**src/rtl/decoder.sv**
```systemverilog
// Decode/issue stage feeding the RV64 ALU: a 2-entry instruction FIFO, field slicing
// of the head entry, and a busy-register scoreboard that holds back RAW hazards.
module decoder #(
    parameter int PC_W = 64
) (
    input  logic            clk,
    input  logic            reset,
    input  logic            in_valid,
    output logic            in_ready,
    input  logic [31:0]     in_instr,
    input  logic [PC_W-1:0] in_pc,
    output logic            out_valid,
    input  logic            out_ready,
    output logic [4:0]      regA,
    output logic [11:0]     regB,
    output logic [9:0]      opcode,
    output logic [4:0]      regDest,
    output logic [PC_W-1:0] out_pc,
    output logic            out_illegal,
    input  logic            wb_valid,
    input  logic [4:0]      wb_reg
);

    localparam logic [6:0] OP_IMM   = 7'h13;
    localparam logic [6:0] OP_IMM32 = 7'h1b;
    localparam logic [6:0] OP_REG   = 7'h33;
    localparam logic [6:0] OP_REG32 = 7'h3b;
    localparam logic [6:0] LOAD     = 7'h03;
    localparam logic [6:0] STORE    = 7'h23;
    localparam logic [6:0] BRANCH   = 7'h63;
    localparam logic [6:0] LUI      = 7'h37;
    localparam logic [6:0] AUIPC    = 7'h17;
    localparam logic [6:0] JAL      = 7'h6f;
    localparam logic [6:0] JALR     = 7'h67;
    localparam logic [6:0] SYSTEM   = 7'h73;
    localparam logic [6:0] MISC_MEM = 7'h0f;

    function automatic logic is_legal(input logic [6:0] op);
        case (op)
            OP_IMM, OP_IMM32, OP_REG, OP_REG32, LOAD, STORE, BRANCH,
            LUI, AUIPC, JAL, JALR, SYSTEM, MISC_MEM: is_legal = 1'b1;
            default:                                 is_legal = 1'b0;
        endcase
    endfunction

    function automatic logic uses_rs1(input logic [6:0] op);
        uses_rs1 = is_legal(op) && (op != LUI) && (op != AUIPC) && (op != JAL);
    endfunction

    function automatic logic uses_rs2(input logic [6:0] op);
        uses_rs2 = (op == OP_REG) || (op == OP_REG32) || (op == STORE) || (op == BRANCH);
    endfunction

    function automatic logic writes_rd(input logic [6:0] op);
        writes_rd = is_legal(op) && (op != STORE) && (op != BRANCH) && (op != MISC_MEM);
    endfunction

    logic [31:0]     instr_q [2];
    logic [PC_W-1:0] pc_q    [2];
    logic            rd_ptr;
    logic            wr_ptr;
    logic [1:0]      count;
    logic [31:0]     busy;
    logic [31:0]     busy_nxt;

    logic [31:0]     head;
    logic [6:0]      major;
    logic            legal;
    logic            not_empty;
    logic            hazard;
    logic            push;
    logic            pop;

    assign push = in_valid && in_ready;
    assign pop  = out_valid && out_ready;

    // FIFO storage and occupancy
    always_ff @(posedge clk or posedge reset) begin
        if (reset) begin
            rd_ptr <= 1'b0;
            wr_ptr <= 1'b0;
            count  <= 2'd0;
            for (int i = 0; i < 2; i++) begin
                instr_q[i] <= '0;
                pc_q[i]    <= '0;
            end
        end else begin
            if (push) begin
                instr_q[wr_ptr] <= in_instr;
                pc_q[wr_ptr]    <= in_pc;
                wr_ptr          <= ~wr_ptr;
            end
            if (pop) begin
                rd_ptr <= ~rd_ptr;
            end
            case ({push, pop})
                2'b10:   count <= count + 2'd1;
                2'b01:   count <= count - 2'd1;
                default: count <= count;
            endcase
        end
    end

    // Head decode
    always_comb begin
        head      = instr_q[rd_ptr];
        major     = head[6:0];
        legal     = is_legal(major);
        not_empty = (count != 2'd0);
        regA      = head[19:15];
        opcode    = {head[14:12], major};
        out_pc    = pc_q[rd_ptr];
        if ((major == STORE) || (major == BRANCH)) begin
            regB    = {head[31:25], head[11:7]};
            regDest = head[24:20];
        end else begin
            regB    = head[31:20];
            regDest = head[11:7];
        end
        // Illegal heads bypass the scoreboard so they can drain to the trap path.
        hazard = legal && ((uses_rs1(major) && busy[head[19:15]]) ||
                           (uses_rs2(major) && busy[head[24:20]]));
        out_valid   = not_empty && !hazard;
        out_illegal = not_empty && !legal;
        in_ready    = (count != 2'd2) && !reset;
    end

    // Scoreboard: a set on issue overrides a same-cycle writeback clear.
    always_comb begin
        busy_nxt = busy;
        if (wb_valid) begin
            busy_nxt[wb_reg] = 1'b0;
        end
        if (pop && writes_rd(major) && (regDest != 5'd0)) begin
            busy_nxt[regDest] = 1'b1;
        end
        busy_nxt[0] = 1'b0;
    end

    always_ff @(posedge clk or posedge reset) begin
        if (reset) begin
            busy <= '0;
        end else begin
            busy <= busy_nxt;
        end
    end

endmodule

```
**config.mk**
```make
export PLATFORM = sky130hd
export DESIGN_NAME = decoder
export DESIGN_NICKNAME = d
export VERILOG_FILES = /design/src/rtl/decoder.sv
export SDC_FILE = /design/constraint.sdc
export NUM_CORES = 1
export LEC_CHECK = 0
export CAP_MARGIN = 20
export CELL_PAD_IN_SITES_DETAIL_PLACEMENT = 1
export CELL_PAD_IN_SITES_GLOBAL_PLACEMENT = 2
export CORE_AREA = 2 2 177 179
export CTS_CLUSTER_DIAMETER = 30
export DETAILED_ROUTE_END_ITERATION = 10
export DIE_AREA = 0 0 179 181
export MAX_ROUTING_LAYER = met4
export PLACE_DENSITY = 0.95
export SYNTH_ARGS = -nofsm -noshare
export SYNTH_HDL_FRONTEND = slang
export SYNTH_SLANG_ARGS = --single-unit
```
**constraint.sdc**
```tcl
create_clock -name clk -period 10.3 [get_ports clk]
set_input_delay 1.03 -clock clk [delete_from_list [all_inputs] [get_ports clk]]
set_output_delay 1.03 -clock clk [all_outputs]
set_load 0.05 [all_outputs]
```
* After elaboration in Yosys (flattened, before gate mapping)
Index checks and enable logic that the tools add are counted.
Widths: inputs -> output; s select.
** Cells by class
- Shift operators :: 0
- Equal/unequal tests :: 22
- Multipliers :: 0
- Div/mod/pow operators :: 0
- Reduce and logical (&&, ||, !) cells :: 31
- Multiplexer cells :: 26
- Magnitude comparators :: 9
- Bitwise logic cells :: 7
- $add $sub $neg :: 2
** Operators by type and width (count)
- $mux 64 :: 4
- $mux 32 :: 6
- $bwmux 128 :: 1
- $bwmux 64 :: 1
- $demux 64 s1 :: 1
- $and 32x32->32 :: 1
- $demux 32 s1 :: 1
- $not 32->32 :: 1
- $or 32x32->32 :: 1
- $eq 7x6->1 const B :: 4
- $eq 7x7->1 const B :: 4
- $lt 5x6->1 const B :: 4
- $eq 7x5->1 const B :: 3
- $logic_and 1x1->1 :: 19
- $ne 7x6->1 const B :: 2
- $ne 7x7->1 const B :: 2
- $reduce_or 13->1 :: 1
- $bmux 1 s5 :: 2
- $demux 1 s5 :: 2
- $ge 5x1->1 const B :: 2
- $mux 5 :: 2
- $eq 7x2->1 const B :: 1
- $eq 7x4->1 const B :: 1
- $ne 7x4->1 const B :: 1
- other kinds (16) :: 30
** Storage, ports and cells
- Memory bits (writable) :: 0
- Memory bits (read-only) :: 0
- Bits in registers :: 227
- Bits in latches :: 0
- Memories kept :: 0

* Longest topological paths before layout
- Word-level depth :: 19
- Mapped depth :: 15
- Depth with buffers taken out :: 13

* Worst setup path before layout
Ideal clock, no wire load.
- Kind :: register to output
- Start point :: register rd_ptr
- End point :: output out_valid
- Stages on the path, launching flop included :: 11
- Arrival time :: 2.677 ns
- Slack :: 6.593 ns
- Cells stage by stage :: dfrtp_1 > buf_6 > buf_2 > mux2_2 > a31oi_1 > o21ai_0 > o211ai_1 > a31oi_1 > a31oi_1 > a21boi_0 > nor2_1
** RTL lines
- start, declared :: line 60 : logic rd_ptr;
- start signal, assigned :: line 94 : rd_ptr <= ~rd_ptr;
- $not 1->2 (implied by the code) :: line 106 : head = instr_q[rd_ptr];
- $mux 32 (implied by the code) (3 in a row) :: line 106
- via regA[3] :: line 14 : output logic [4:0] regA,
- $bmux 1 s5 :: line 121 : hazard = legal && ((uses_rs1(major) && busy[head[19:15]]) ||
- $mux 1 (implied by the code) :: line 121
- $logic_and 1x1->1 :: line 121
- $logic_or 1x1->1 :: line 121
- $logic_and 1x1->1 :: line 121
- $logic_not 1->1 :: line 123 : out_valid = not_empty && !hazard;
- $logic_and 1x1->1 :: line 123
- end, declared :: line 12 : output logic out_valid,
The timed path passes the listed nets, and every way through them passes these cells. The select of a mux whose other input is x is not followed.

* Worst setup path after layout
- Start point :: register rd_ptr
- End point :: output out_valid
** On the way
- Word-level cells in the longest chain between the ends :: 15
** RTL lines
- $not 1->2 (implied by the code) (*) :: line 106
- $mux 32 (implied by the code) (*) (3 in a row) :: line 106
- $eq 7x6->1 (tied with other cells) :: line 39, 51
- $reduce_or 13->1 :: line 39 : case (op)
- $mux 1 :: line 39
- $logic_and 1x1->1 (3 in a row) :: line 47 : uses_rs1 = is_legal(op) && (op != LUI) && (op != AUIPC) && (op != JAL);
- $logic_and 1x1->1 :: line 121
- $logic_or 1x1->1 :: line 121
- $logic_and 1x1->1 (*) :: line 121
- $logic_not 1->1 (*) :: line 123
- $logic_and 1x1->1 (*) :: line 123
Mark *: on every way between the ends. The rest lies on a longest branch, timed or not. The select of a mux whose other input is x is not followed.

==> run metrics <==
TNS Setup 0 ps; compound-gate portion of the synthesized area 11.20%; worst min-delay path class reg -> reg; endpoints failing setup 0; DRC viols 0; vias in the first global route 10110; Die Y 181 µm; yosys warns 0; Critical Path, Cell by Cell buf_4 -> mux2i_4 -> mux4_2 -> a22oi_1 -> o41ai_1 -> a2bb2oi_2 -> a21boi_0 -> nor2_1 -> clkdlybuf4s50_1; Unique masters post-synth 67; DRT iter0 DRCs 466; DP Area 0.01385 mm²; post-synth net total 1046; placed insts 1496; final WL 38510 µm; Crit path largest cell delay 930 ps; Slowest cell on crit path dfrtp_4; cell area after layout 0.01588 mm²; Die X 179 µm; post-synthesis adder-cell area fraction 0.1091%; Yosys top cell area share 49.54%; Post-synth top cells mux2_2, dfrtp_1, o21ai_0; maxcap violations 0; CTS tree built; first-pass GRT wire length 60260 µm; Layout Utilization 52.32%; syn_area_per_cell 12.21 µm²; WP data required 9270 ps; placer congestion estimate 0.8887; Post-Syn Area 0.01147 mm²; Tmin final 6048 ps; Overflow after GRT 0; CORE AREA 0.03035 mm²; largest net degree at the start of global routing 161; CP Class reg -> out; CP endpoint kind primary output; clk_lat worst skew 580 ps; Hold Path Origin instr_q[12]; postcts setup bufs 0; area grow syn2layout 38.49%; Slew HR 40.96%; number of port buffers 204; Post-Synth Simple-Gate Area 6.951%; dpl hpwl 24280 µm; flop2flop setup slack 5830 ps; initial antenna violation count 1; Row Count 64; clock skew 37.43 ps; mux share of post-synthesis cell area 29.04%; Reg clk slew, reported paths 40 ps; ANT nets after route 0; number of synthesized flops with an enable pin 0; CP Max Fanout 68; drt pass-1 iters 5; share of cells above drive strength 1 32.62%; post-synthesis cell count 939; Final Max Tran Viols 0; Arrival @ worst endpoint 5020 ps; Initial Utilization 37.78%; number of synthesized register bits 227; Synth area leaders dfrtp_1, mux2_2, o21ai_0; dominant synthesized flop cell dfrtp_1; Finished Layout Cells 1608; fin nets 1271; FF-to-FF Start rd_ptr; max frequency 0.1653 GHz; H-Tree Depth 2; critical path buffer and inverter count 2; RSZ-0062 raised after global routing false; Final period util 58.72%; CTS Hold Bufs 0; worst-margin pin slew 885.5 ps; top-count cell post-synth mux2_2; worst hold endpoint instr_q[12]; Num CTS Buffers 61; Worst Reg2Reg Path Length in Cells 8; area leader, netlist dfrtp_1; Top Ports 205; run status finished clean; die area 0.03240 mm²; per-cell routed wire length 23.95 µm; largest family of logic cells by synthesized area multiplexers; Sink Count 227; vias 8806; GRT Resource Usage Total 24.84%; Hold Fails Final Rpt 0; Max clock buf depth 3; # resized after CTS 0; Seq/Total Area, Yosys 49.54%; Hold Path Depth 1; CP top delay family buffers and inverters; Worst Setup Start Kind flop; Synth async-reset ratio 100.0%; CTS Root Cell clkbuf_16; via-per-instance ratio 5.476; Post-Synth XOR/XNOR Area 0.3055%; reg2reg end busy[5]
[how the worst max path moves through the flow]
stage            from   endpoint  cells past startpoint
5_1_grt        rd_ptr  out_valid                      9
3_5_place_dp   rd_ptr  out_valid                      9
6_report       rd_ptr  out_valid                      9
2_1_floorplan   reset   busy[10]                      1
3_3_place_gp   rd_ptr  out_valid                      9
4_1_cts        rd_ptr  out_valid                      9
[routing by layer]
| metal | global-route usage [%] | wire, µm |
|---|---|---|
| met1 | 28.70 | 14980 |
| met2 | 42.12 | 19930 |
| met3 | 7.218 | 2829 |
| met4 | 6.276 | 767 |
| met5 | - | 0 |
[kinds of logic (layout without fill, tap and decap cells)]
logic type | Yosys count | after routing
AOI/OAI and AO/OA | 186 | 186
xor gates and xnor gates | 4 | 4
adders and majority gates | 1 | 1
buffers and inverters | 71 | 343
DFF | 227 | 227
muxes | 296 | 296
other | 0 | 1
and+or+nand+nor | 154 | 154
[area by class of cell]
| cell class | count | area, µm² |
|---|---|---|
| Fill cell | 2995 | 14470 |
| Sequential cell | 227 | 5684 |
| Multi-Input combinational cell | 641 | 5482 |
| Timing Repair Buffer | 214 | 2137 |
| Clock buffer | 89 | 1732 |
| Tap cell | 396 | 495.5 |
| Clock inverter | 21 | 267.8 |
| Inverter | 19 | 78.83 |
| Antenna cell | 1 | 2.502 |
[placed cells by master, fill, tap and decap left out, drive strengths merged, types with 4 or more instances in the layout]
master,count
mux2,270
nor2,26
nor3b,5
nand3b,9
nor2b,7
o41ai,7
nand2,45
nand2b,14
buf,10
o22ai,4
mux2i,25
a21oi,24
and2,4
nor3,7
o31ai,11
nand3,22
dfrtp,227
inv,21
a211oi,5
a211o,4
bufinv,5
a31oi,6
a32oi,6
clkinv,11
clkdlybuf4s50,204
o21ai,75
clkbuf,89
o211ai,11
a22oi,8
[sequential cells by signal, indices dropped and copies added (netlist names)]
name / cells
busy: 31
count: 2
instr_q: 64
pc_q: 128
rd_ptr: 1
wr_ptr: 1
[metrics by stage]
| stage | hold slack, ps | setup WS (ps) |
|---|---|---|
| global placement | 481.0 | 4874 |
| global route | 515.3 | 3992 |
| floorplan | 468.8 | 3050 |
| CTS | 501.7 | 4228 |
| finish | 498.0 | 4252 |
| detailed placement | 490.8 | 4827 |
Power is not shown: default switching activity piles up to over one toggle a cycle in this logic, so the estimate is an artifact.
